`config.mk`:
```
export PLATFORM = sky130hd
export DESIGN_NAME = div_flat
export DESIGN_NICKNAME = d
export VERILOG_FILES = /design/src/rtl/div_pkg.sv /design/src/rtl/div_if.sv /design/src/rtl/div_abs.sv /design/src/rtl/div.sv /design/src/flat_wrapper.sv
export SDC_FILE = /design/constraint.sdc
export NUM_CORES = 1
export LEC_CHECK = 0
export CAP_MARGIN = 0
export CORE_MARGIN = 1.5
export CORE_UTILIZATION = 30
export CTS_BUF_LIST = sky130_fd_sc_hd__clkbuf_4 sky130_fd_sc_hd__clkbuf_8 sky130_fd_sc_hd__clkbuf_16
export DETAILED_ROUTE_END_ITERATION = 7
export GPL_TIMING_DRIVEN = 0
export PLACE_DENSITY = 0.44
export SKIP_LAST_GASP = 1
export SYNTH_ARGS = -nofsm -noshare
export SYNTH_HDL_FRONTEND = slang
export SYNTH_SLANG_ARGS = --single-unit
```
`constraint.sdc`:
```
create_clock -name clk -period 5.6 [get_ports clk]
set_input_delay 0.56 -clock clk [delete_from_list [all_inputs] [get_ports clk]]
set_output_delay 0.56 -clock clk [all_outputs]
set_load 0.01 [all_outputs]
```
`src/rtl/div_pkg.sv`:
```
// div_pkg: shared constants for the multi-cycle divider.
//   - FSM state encodings (DivFree/DivByZero/DivOn/DivEnd)
//   - start/stop and ready/not-ready levels
//   - operand width and the double-width result bus width
package div_pkg;

  localparam int DivDataW     = 32;
  localparam int DoubleRegBus = 2 * DivDataW;

  localparam logic [1:0] DivFree   = 2'b00;
  localparam logic [1:0] DivByZero = 2'b01;
  localparam logic [1:0] DivOn     = 2'b10;
  localparam logic [1:0] DivEnd    = 2'b11;

  localparam logic DivStart = 1'b1;
  localparam logic DivStop  = 1'b0;

  localparam logic DivResultReady    = 1'b1;
  localparam logic DivResultNotReady = 1'b0;

endpackage

```
`src/rtl/div_if.sv`:
```
// div_if: execute <-> divider handshake.
//   signed_div_i, opdata1_i, opdata2_i, start_i, annul_i : execute -> divider
//   result_o {remainder, quotient}, ready_o             : divider -> execute
// master = execute side, slave = divider side.
interface div_if
  import div_pkg::*;
#(
  parameter int DATA_W = DivDataW
);
  logic                  signed_div_i;
  logic [DATA_W-1:0]     opdata1_i;
  logic [DATA_W-1:0]     opdata2_i;
  logic                  start_i;
  logic                  annul_i;
  logic [2*DATA_W-1:0]   result_o;
  logic                  ready_o;

  modport master (
    output signed_div_i, opdata1_i, opdata2_i, start_i, annul_i,
    input  result_o, ready_o
  );

  modport slave (
    input  signed_div_i, opdata1_i, opdata2_i, start_i, annul_i,
    output result_o, ready_o
  );
endinterface

```
`src/rtl/div_abs.sv`:
```
// div_abs: combinational conditional two's-complement negate.
//   a   : input value
//   neg : 1 = output -a, 0 = pass a through
//   y   : result
// Used both for operand absolute values and for result sign fixes.
module div_abs #(
  parameter int W = 32
) (
  input  logic [W-1:0] a,
  input  logic         neg,
  output logic [W-1:0] y
);
  assign y = neg ? (~a + 1'b1) : a;
endmodule

```
`src/rtl/div.sv`:
```
// div: 32-bit radix-2 restoring divider for DIV/DIVU, one quotient bit
// per clock.
//   clk, rst : clock, synchronous active-high reset
//   bus      : div_if.slave (operands, start/annul in; result/ready out)
// result_o = {remainder, quotient}. Remainder takes the dividend's sign,
// quotient is negated when the operand signs differ (signed mode only).
// Optional build macro DIV_ZERO_DIVIDEND_EN: a zero dividend with a
// nonzero divisor short-cuts through the BYZERO path (result 0, 2 cycles).
module div
  import div_pkg::*;
#(
  parameter int DATA_W = DivDataW,
  parameter int CNT_W  = 6
) (
  input  logic clk,
  input  logic rst,
  div_if.slave bus
);

  localparam logic [CNT_W-1:0] CntLast = CNT_W'(DATA_W);

  logic [1:0]          state;
  logic [CNT_W-1:0]    cnt;
  // {partial remainder, dividend/quotient bits}; one spare bit on top so the
  // shifted-out remainder survives the last shift.
  logic [2*DATA_W:0]   work;
  logic [DATA_W-1:0]   dvsr;
  logic                neg_q;
  logic                neg_r;

  logic [DATA_W-1:0]   op1_abs;
  logic [DATA_W-1:0]   op2_abs;
  logic [DATA_W-1:0]   quot_fix;
  logic [DATA_W-1:0]   rem_fix;
  logic [DATA_W:0]     diff;
  logic                take_zero;
  logic                op1_neg;
  logic                op2_neg;

  assign op1_neg = bus.signed_div_i & bus.opdata1_i[DATA_W-1];
  assign op2_neg = bus.signed_div_i & bus.opdata2_i[DATA_W-1];

  div_abs #(.W(DATA_W)) u_abs_op1 (.a(bus.opdata1_i), .neg(op1_neg), .y(op1_abs));
  div_abs #(.W(DATA_W)) u_abs_op2 (.a(bus.opdata2_i), .neg(op2_neg), .y(op2_abs));
  div_abs #(.W(DATA_W)) u_fix_quo (.a(work[DATA_W-1:0]),          .neg(neg_q), .y(quot_fix));
  div_abs #(.W(DATA_W)) u_fix_rem (.a(work[2*DATA_W:DATA_W+1]),   .neg(neg_r), .y(rem_fix));

  // Extra top bit is the borrow: set means the divisor did not fit.
  assign diff = {1'b0, work[2*DATA_W-1:DATA_W]} - {1'b0, dvsr};

`ifdef DIV_ZERO_DIVIDEND_EN
  assign take_zero = (bus.opdata2_i == '0) || (bus.opdata1_i == '0);
`else
  assign take_zero = (bus.opdata2_i == '0);
`endif

  always_ff @(posedge clk) begin
    if (rst) begin
      state        <= DivFree;
      cnt          <= '0;
      work         <= '0;
      dvsr         <= '0;
      neg_q        <= 1'b0;
      neg_r        <= 1'b0;
      bus.ready_o  <= DivResultNotReady;
      bus.result_o <= '0;
    end else begin
      case (state)
        DivFree: begin
          if (bus.start_i == DivStart && !bus.annul_i) begin
            if (take_zero) begin
              state <= DivByZero;
            end else begin
              state <= DivOn;
              cnt   <= '0;
              work  <= {{DATA_W{1'b0}}, op1_abs, 1'b0};
              dvsr  <= op2_abs;
              // Signs captured now: operands may change once we leave FREE.
              neg_q <= op1_neg ^ op2_neg;
              neg_r <= op1_neg;
            end
          end
        end
        DivByZero: begin
          state        <= DivEnd;
          bus.result_o <= '0;
          bus.ready_o  <= DivResultReady;
        end
        DivOn: begin
          if (bus.annul_i) begin
            state        <= DivFree;
            cnt          <= '0;
            bus.ready_o  <= DivResultNotReady;
            bus.result_o <= '0;
          end else if (cnt != CntLast) begin
            if (diff[DATA_W])
              work <= {work[2*DATA_W-1:0], 1'b0};
            else
              work <= {diff[DATA_W-1:0], work[DATA_W-1:0], 1'b1};
            cnt <= cnt + 1'b1;
          end else begin
            state        <= DivEnd;
            cnt          <= '0;
            bus.result_o <= {rem_fix, quot_fix};
            bus.ready_o  <= DivResultReady;
          end
        end
        DivEnd: begin
          if (bus.start_i == DivStop) begin
            state        <= DivFree;
            bus.ready_o  <= DivResultNotReady;
            bus.result_o <= '0;
          end
        end
        default: state <= DivFree;
      endcase
    end
  end

endmodule

```
`src/flat_wrapper.sv`:
```
// flat-port wrapper written by rule: the top's interface ports become plain ports
module div_flat import div_pkg::*;
#(
  parameter int DATA_W = DivDataW,
  parameter int CNT_W  = 6
)
  (clk, rst, bus_signed_div_i, bus_opdata1_i, bus_opdata2_i, bus_start_i, bus_annul_i, bus_result_o, bus_ready_o);
  div_if #(.DATA_W(DATA_W)) bus_i ();
  input  logic clk;
  input  logic rst;
  input wire logic [$bits(bus_i.signed_div_i)-1:0] bus_signed_div_i;
  input wire logic [$bits(bus_i.opdata1_i)-1:0] bus_opdata1_i;
  input wire logic [$bits(bus_i.opdata2_i)-1:0] bus_opdata2_i;
  input wire logic [$bits(bus_i.start_i)-1:0] bus_start_i;
  input wire logic [$bits(bus_i.annul_i)-1:0] bus_annul_i;
  output wire logic [$bits(bus_i.result_o)-1:0] bus_result_o;
  output wire logic [$bits(bus_i.ready_o)-1:0] bus_ready_o;
  assign bus_i.signed_div_i = bus_signed_div_i;
  assign bus_i.opdata1_i = bus_opdata1_i;
  assign bus_i.opdata2_i = bus_opdata2_i;
  assign bus_i.start_i = bus_start_i;
  assign bus_i.annul_i = bus_annul_i;
  assign bus_result_o = bus_i.result_o;
  assign bus_ready_o = bus_i.ready_o;
  div #(.DATA_W(DATA_W), .CNT_W(CNT_W)) u_core (.clk(clk), .rst(rst), .bus(bus_i));
endmodule
```
* Word-level counts from Yosys, hierarchy flattened
Cells that the tools add are included.
** Word-level totals
- Bits in registers :: 172
- Input port bits :: 69
- Word-level logic and storage cells :: 72
** Cells by class
- $add $sub $neg :: 6
- Equality and inequality tests :: 10
- Mux-type cells :: 29
- Bitwise gates (word level) :: 8
- Reduce and logical (&&, ||, !) cells :: 11
** Operator list (count)
- 65-bit two-way mux :: 5
- 64-bit two-way mux :: 3
- 64-bit one-hot mux with 3 select lines :: 1
- 65-bit one-hot mux with 2 select lines :: 1
- 32-bit by 1-bit adder with 32-bit output, second input constant :: 4
- 32-bit two-way mux :: 4
- 32-bit inverter :: 4
- 32-bit by 32-bit subtractor with 33-bit output :: 1
- 32-bit zero test :: 1
- 6-bit two-way mux :: 4
- 6-bit one-hot mux with 2 select lines :: 1
- 3-bit AND reduction :: 4
- 2-bit two-way mux :: 5
- 2-bit one-hot mux with 4 select lines :: 1
- 6-bit by 1-bit adder with 6-bit output, second input constant :: 1
- 2-bit != test, second input constant :: 3
- 6-bit != test, second input constant :: 1
- 5-bit AND reduction :: 1
- 2-bit equality test, second input constant :: 2
- 2-bit by 1-bit != test with 1-bit output, second input constant :: 2
- 1-bit two-way mux :: 3
- 3-bit != test, second input constant :: 1
- 1-bit one-hot mux with 3 select lines :: 1
- 3-bit nonzero test :: 1
- other kinds (8) :: 9

* Depth between registers and ports, before layout
Gate-level depths: netlist of run 1.
- Depth in word-level cells :: 6
- Mapped depth :: 12

* Modules after synthesis
Synthesis of run 1 repeated with hierarchy kept, for this count alone.
** Second synthesis, totals
- Cell total of the unflattened synthesis :: 1527
- Area, all modules :: 11898.9 µm²
** By module, submodules not included
- div :: times used 1, cells each 1131, area each 8790.9 µm², sequential area each 3443.3 µm²
- div_abs :: times used 4, cells each 99, area each 777.0 µm², sequential area each 0.0 µm²

* Least setup slack after synthesis of run 1
OpenSTA, ideal clock, no wires.
- Kind :: register -> register
- Start :: register u_core.work[33]
- End :: register u_core.work[44]
- Library setup time :: 0.122 ns
- Arrival :: 2.784 ns
- Path slack :: 2.694 ns
- Stages on the path, launching flop included :: 12
- Buffers on the path :: 1
- Clock period less this slack :: 2.906 ns
- Cells stage by stage :: dfxtp_1 -> inv_1 -> fa_1 -> nand2b_1 -> a21oi_1 -> or4_1 -> a21oi_1 -> or3_1 -> o21a_1 -> o21a_1 -> clkbuf_1 -> a221o_1
** Between the ends
- Word-level cells in the longest chain between the ends :: 5
** RTL lines
- start, declared :: line div.sv:26 : logic [2*DATA_W:0] work;
- start signal, assigned :: line div.sv:76 : work <= {{DATA_W{1'b0}}, op1_abs, 1'b0};
- start signal, assigned :: line div.sv:97 : work <= {work[2*DATA_W-1:0], 1'b0};
- start signal, assigned :: line div.sv:99 : work <= {diff[DATA_W-1:0], work[DATA_W-1:0], 1'b1};
- 32-bit by 32-bit subtractor with 33-bit output :: line div.sv:49 : assign diff = {1'b0, work[2*DATA_W-1:DATA_W]} - {1'b0, dvsr};
- 65-bit two-way mux :: line div.sv:96 : if (diff[DATA_W])
- 65-bit two-way mux :: line div.sv:95 : end else if (cnt != CntLast) begin
- 65-bit two-way mux :: line div.sv:90 : if (bus.annul_i) begin
- 65-bit one-hot mux with 2 select lines :: line div.sv:68 : case (state)
No other way between the ends. The select of a mux whose other input is x is not followed.
A chain may end at the register's enable or synchronous reset.

* Worst setup path after layout of run 1
- Start :: input port bus_opdata2_i[0]
- End :: register u_core.work[35]
** Between the ends
- Word-level cells in the longest chain between the ends :: 3
** RTL lines
- start, declared :: line flat_wrapper.sv:13 : input wire logic [$bits(bus_i.opdata2_i)-1:0] bus_opdata2_i;
- 32-bit zero test :: line div.sv:54 : assign take_zero = (bus.opdata2_i == '0);
- 2-bit != test (no source line)
- 5-bit AND reduction (no source line)
No other way between the ends.

==> results.toml, run 1 <==
[outcome]
status = "finished, violations left"
violations = "DRC"

[logic_synthesis]
netlist_instances = 1384
synth_top_area_frac = 0.316
synth_area_mm2 = 0.0109
synth_flop_cell = "dfxtp_1"
async_flop_share = 0
synth_cell_types = 74
synth-warning-count = 0
ys_seq_elements = 172
avgSynthCellArea_um2 = 7.88
synth_edf_count = 0
ys_seq_area_frac = 0.316
synth.net_count = 1493
yosysTopAreaCell = "dfxtp_1"
synth.area.top_cells = "dfxtp_1, xnor2_1, nor2_1"

[critical_path]
critPathLaunchType = "input pin"
path_max_fanout = 10
critPathCaptureType = "flip-flop"
crit_start = "bus_opdata2_i[0]"
r2r_start = "u_core.work[33]$_SDFFE_PP0P_"
critPathArrivalTime_ns = 4.06
worst-setup-path-type = "input pin to flip-flop"
reg2reg_depth = 11
crit_required_ns = 5.99

[timing]
hold_violations = 0
worstMarginPinSlew_ns = 0.855
setup_viol = 0
min_period_ns = 3.67
slew_violations = 0
fin_skew_ns = 0.0150
final.period_utilization = 0.656
rsz0062_at_grt = "false"
setup_tns_ns = 0
fmax_ghz = 0.272
relSlewSlack = 0.424
setup_ws_ns = 1.93

[cells_and_area]
drive_gt1_frac = 0.0510
final_nets = 1644
areaGrowthSynthToFinish_pct = 23.2
final_core_util = 0.377
seqCellArea_mm2 = 0.00344
final.fill_count = 3744
multi_input_area_mm2 = 0.00689
antenna_cells = 0

[clock_network]
cts.clk_slew.worst_paths_ns = 0.06
cts_setup_buffers = 0
cts_tree = "done"
numCtsBuffers = 17
clk_latency_ns = 0.46
cts_hold_buf = 0
ctsResizeCount = 0
cts.sinks = 172
cts_buffer_depth = 2
h-tree-depth = 4
clock-root-buffer = "clkbuf_16"

[floorplanning]
fp.dieW_um = 194
die_h_um = 194
rows = 69
start_util = 0.306
num_io_pins = 134
die_area_mm2 = 0.0375
core_mm2 = 0.0357

[detailed_routing]
drt_iter0_drc = 761
drc = 8
drtPass1Iterations = 8
drtAntennaViolNets = 0
via_per_inst = 5.26
routed_wl_um = 38700
avgRoutedWirePerCell_um = 19.3
dr_total_vias = 10600

[global_route]
antenna_found_initial = 0
overflow = 0
grtUsageTotal = 0.205
grt_pass1_wl_um = 59700
grt_pass1_vias = 9886
grt_max_degree = 17

[place]
port_buffers = 132
pre_cts_slack_ns = 1.45
place.gp.congestion = 0.852
hpwlAfterDp_um = 30900

[pwr]
power_density_mw_per_mm2 = 246
power_w = 0.00331
vdd_drop_max_v = 0.000217
p_leak_nw = 5.01

[worst_hold_path]
min_path_type = "flip-flop to flip-flop"
hold_path_depth = 2
min_from = "u_core.dvsr[31]$_SDFFE_PP0P_"

[job]
drv_cap = 0
-- layout make-up --
class	count	area share
well taps	461	0.0429
multi-input cells	1066	0.513
repair buffers	132	0.0983
flip-flops and latches	172	0.256
clock inverters	12	0.0129
clock buffers	20	0.0343
inverters	59	0.0165
plain buffers	87	0.0259
-- worst paths after layout --
check                            endpoint  slack [ns]
max          u_core.work[35]$_SDFFE_PP0P_        1.93
min          u_core.dvsr[31]$_SDFFE_PP0P_        0.47
min reg2reg  u_core.dvsr[31]$_SDFFE_PP0P_        0.47
max reg2reg  u_core.work[49]$_SDFFE_PP0P_        1.99
-- synth_stat cells (19+ instances only) --
cell,n
xor2_1,56
ha_1,39
a22oi_1,38
a221o_1,22
o31ai_1,25
inv_1,59
o21ai_0,62
a21oi_1,91
dfxtp_1,172
xnor2_1,86
a211oi_1,56
a22o_1,21
clkbuf_1,65
nor3_1,45
nand2_1,100
nor2_1,196
nand3_1,19
-- power by group --
| part | leakage [nW] | internal, W | total (W) | switching [W] |
|---|---|---|---|---|
| logic | 3.31 | 0.000270 | 0.000681 | 0.000411 |
| registers | 1.40 | 0.00127 | 0.00132 | 0.0000590 |
| clock network | 0.309 | 0.000744 | 0.00131 | 0.000562 |
| total | 5.01 | 0.00228 | 0.00331 | 0.00103 |
-- registers in the layout (all words and copies together), names as in the netlist --
signal / count
u_core.work: 65
u_core.bus.result_o: 64
u_core.dvsr: 32
u_core.cnt: 6
u_core.state: 2
u_core.bus.ready_o: 1
u_core.neg_q: 1
u_core.neg_r: 1
-- logic make-up (layout without fill, tap and decap cells) --
group                      Yosys count  count (layout)  synth area share
AOI/OAI and AO/OA                  414             414             0.264
xor gates and xnor gates           142             142             0.114
adders and majority gates           40              40            0.0466
buffers and inverters              146             310            0.0522
DFF                                172             172             0.316
muxes                                2               2           0.00184
and+or+nand+nor                    468             468             0.206
-- critical path: stages --
cell and delay [ns]:
clkdlybuf4s50_1 0.50, inv_1 0.11, ha_1 0.16, or3b_2 0.49
nor4_2 0.58, nand4_1 0.40, o21a_1 0.38, nor3_4 0.32
buf_2 0.30, nand2_1 0.08, o31a_1 0.12, nand2_1 0.05
-- cells in the final DEF, fill, tap and decap left out, drive strengths merged, types with 14 or more instances in the layout --
cell type / instances
buf: 21
nand3: 19
or3: 21
o31ai: 28
ha: 39
o41ai: 14
a211oi: 56
a22o: 21
nor3: 46
xnor2: 86
nand2: 101
nand2b: 18
o21ai: 66
nor2: 197
dfxtp: 172
xor2: 56
or4: 14
a221o: 22
a22oi: 38
inv: 64
clkdlybuf4s50: 132
a21oi: 92
o211ai: 16
clkbuf: 86
-- through the flow --
stage | area (µm²) | cells | hold slack (ns)
2_1_floorplan | 10900 | 1384 | 0.432
5_1_grt | 13400 | 2009 | 0.498
4_1_cts | 13400 | 2009 | 0.473
3_5_place_dp | 12800 | 1977 | 0.462
6_report | 13400 | 2009 | 0.471
3_3_place_gp | 12800 | 1977 | 0.447
-- per-layer routing --
layer  track usage  wire, µm
met1         0.314     20500
met2         0.298     16200
met5             0         0
met3        0.0244      1360
met4        0.0572       630
No activity file was read; power rests on OpenSTA's default activity.
==> run 2, diff against run 1 <==
==> constraint.sdc (replaced) <==
create_clock -name clk -period 3.7 [get_ports clk]
set_input_delay 0.37 -clock clk [delete_from_list [all_inputs] [get_ports clk]]
set_output_delay 0.37 -clock clk [all_outputs]
set_load 0.01 [all_outputs]
==> run 2 against run 1 <==
Compared with the run above: the flow still finishes with violations (DRC); via count is 0.19% lower; die area stayed put; non-clock buffer count did not move; first-iteration DRC count grew 10%; sequential cell count unchanged; setup slack got worse by 1.7 ns; register-to-register slack worse by 1.8 ns; highest routed layer unchanged.
==> results.toml, run 2 (synthesis gave the netlist of run 1 again) <==
[critical_path]
crit_required_ns = 4.02
critPathArrivalTime_ns = 3.79
critPathLaunchType = "flip-flop"
worstReg2RegEnd = "u_core.work[62]$_SDFFE_PP0P_"
path_max_fanout = 10
r2r_setup_slack_ns = 0.22
reg2reg_depth = 12
critPathCaptureType = "flip-flop"
worst-setup-path-type = "flip-flop to flip-flop"
r2r_start = "u_core.work[32]$_SDFFE_PP0P_"

[floorplanning]
rows = 69
die_h_um = 194
die_area_mm2 = 0.0375
num_io_pins = 134
core_mm2 = 0.0357
fp.dieW_um = 194
start_util = 0.306

[cells_and_area]
antenna_cells = 0
areaGrowthSynthToFinish_pct = 23.4
top_register = "u_core.work"
final.fill_count = 3739
final_nets = 1644
largestRegisters = "u_core.work: 65 flops, u_core.bus.result_o: 64 flops, u_core.dvsr: 32 flops"
final_cell_mix = "nor2_1, dfxtp_1, clkdlybuf4s50_1"
largest_register_ffs = 65
multi_input_area_mm2 = 0.00691
seqCellArea_mm2 = 0.00344
final_common_cell = "nor2_1"
final_core_util = 0.377
drive_gt1_frac = 0.0543

[global_route]
overflow = 0
met3_usage = 0.0244
grt_pass1_wl_um = 59700
grtUsageTotal = 0.205
grtUsageMet2 = 0.298
use_met1 = 0.314
antenna_found_initial = 0
grt_max_degree = 17
grt_pass1_vias = 9886
busiest_layer = "met1"

[place]
hpwlAfterDp_um = 30900
pre_cts_slack_ns = -0.257
port_buffers = 132
place.gp.congestion = 0.852

[timing]
setup_ws_ns = 0.221
worstMarginPinSlew_ns = 0.853
hold_violations = 0
final.period_utilization = 0.940
setup_viol = 0
slew_violations = 0
fmax_ghz = 0.287
fin_skew_ns = 0.0142
setup_tns_ns = 0
min_period_ns = 3.48
relSlewSlack = 0.425

[job]
drv_cap = 0

[pwr]
p_switching_w = 0.00156
p_int_w = 0.00345
vdd_drop_max_v = 0.000328
combinationalPowerShare = 0.206
power.share.clock = 0.395
pwr-share-seq = 0.400
p_leak_nw = 5.03
power_density_mw_per_mm2 = 373
p_sw_frac = 0.312

[clock_network]
numCtsBuffers = 17
cts.sinks = 172
clock-root-buffer = "clkbuf_16"
cts_tree = "done"
cts.clk_slew.worst_paths_ns = 0.07
clk_latency_ns = 0.46
cts_buffer_depth = 2
h-tree-depth = 4

[detailed_routing]
avgRoutedWirePerCell_um = 19.3
dr_total_vias = 10500
routed_wl_um = 38700
drc = 8
via_per_inst = 5.25
drtAntennaViolNets = 0
drtPass1Iterations = 8
drt_iter0_drc = 837

[worst_hold_path]
hold_path_depth = 2
min_from = "u_core.dvsr[31]$_SDFFE_PP0P_"
hold_path_end = "u_core.dvsr[31]$_SDFFE_PP0P_"
min_path_type = "flip-flop to flip-flop"

[outcome]
status = "finished, violations left"
violations = "DRC"
## run 2: cell count changes in the layout (fill, tap and decap cells not counted)
cell,delta
nor3_1,-1
nor4_4,+1
dfxtp_1,-1
clkbuf_2,+3
clkbuf_1,-2
nor4_2,-1
buf_1,-1
nor3_2,+1
dfxtp_2,+1
## run 2: repair_timing
action	4_1_cts	5_1_grt
hold buffers	0	0
setup buffers	0	0
resized for setup	0	8
setup endpoints to repair	0	51
hold endpoints to repair	0	0
## run 2: critical path: stages (launching register included)
cell	delay, ns
dfxtp_1	0.31
inv_1	0.11
ha_1	0.22
fa_1	0.37
nand2b_1	0.22
a21oi_1	0.25
or4_1	0.19
a21oi_1	0.08
or3_1	0.46
o21a_1	0.26
buf_2	0.23
o21ai_1	0.42
o221ai_1	0.19
## run 2: routing by layer
layer,part of all wire,vias up
met5,0,-
met4,0.016,0
met3,0.033,32
met2,0.42,223
met1,0.53,4989
li1,-,5298
## run 2: through the flow
stage / total power [W] / instances / instance area [µm²] / hold WS [ns]
2_1_floorplan: 0.00270 / 1384 / 10900 / 0.432
3_3_place_gp: 0.00307 / 1977 / 12800 / 0.447
3_5_place_dp: 0.00307 / 1977 / 12800 / 0.462
4_1_cts: 0.00505 / 2009 / 13400 / 0.473
5_1_grt: 0.00526 / 2009 / 13500 / 0.498
6_report: 0.00501 / 2009 / 13500 / 0.468
## run 2: worst max path at each step
stage	depth (start not counted)	startpoint	end	slack [ns]
floorplan	11	u_core.work[33]$_SDFFE_PP0P_	u_core.work[44]$_SDFFE_PP0P_	0.79
global placement	12	bus_opdata2_i[0]	u_core.work[28]$_SDFFE_PP0P_	-0.28
detailed placement	12	bus_opdata2_i[0]	u_core.work[28]$_SDFFE_PP0P_	-0.26
CTS	11	u_core.work[33]$_SDFFE_PP0P_	u_core.work[49]$_SDFFE_PP0P_	0.06
global route	12	u_core.work[32]$_SDFFE_PP0P_	u_core.work[51]$_SDFFE_PP0P_	-0.004
finish	12	u_core.work[32]$_SDFFE_PP0P_	u_core.work[62]$_SDFFE_PP0P_	0.22
## run 2: power groups by stage
stage	clock (W)	sequential [W]	combinational (W)
2_1_floorplan	0	0.00201	0.000696
3_3_place_gp	0	0.00204	0.00103
3_5_place_dp	0	0.00204	0.00103
4_1_cts	0.00202	0.00200	0.00103
5_1_grt	0.00210	0.00201	0.00115
6_report	0.00198	0.00200	0.00103
## run 2: layout make-up
| cell class | count | area share |
|---|---|---|
| Clock buffer | 20 | 0.0342 |
| Timing Repair Buffer | 132 | 0.0982 |
| Multi-Input combinational cell | 1066 | 0.513 |
| Inverter | 59 | 0.0165 |
| Buffer | 87 | 0.0261 |
| Tap cell | 461 | 0.0429 |
| Sequential cell | 172 | 0.256 |
| Clock inverter | 12 | 0.0128 |
==> run 3, diff against run 2 <==
--- a/config.mk
+++ b/config.mk
@@ -13,6 +13,7 @@
 export GPL_TIMING_DRIVEN = 0
 export PLACE_DENSITY = 0.44
 export SKIP_LAST_GASP = 1
+export SLEW_MARGIN = 10
 export SYNTH_ARGS = -nofsm -noshare
 export SYNTH_HDL_FRONTEND = slang
 export SYNTH_SLANG_ARGS = --single-unit
==> results of run 3 <==
Final layout, timing and power as in run 2 (identical DEF).
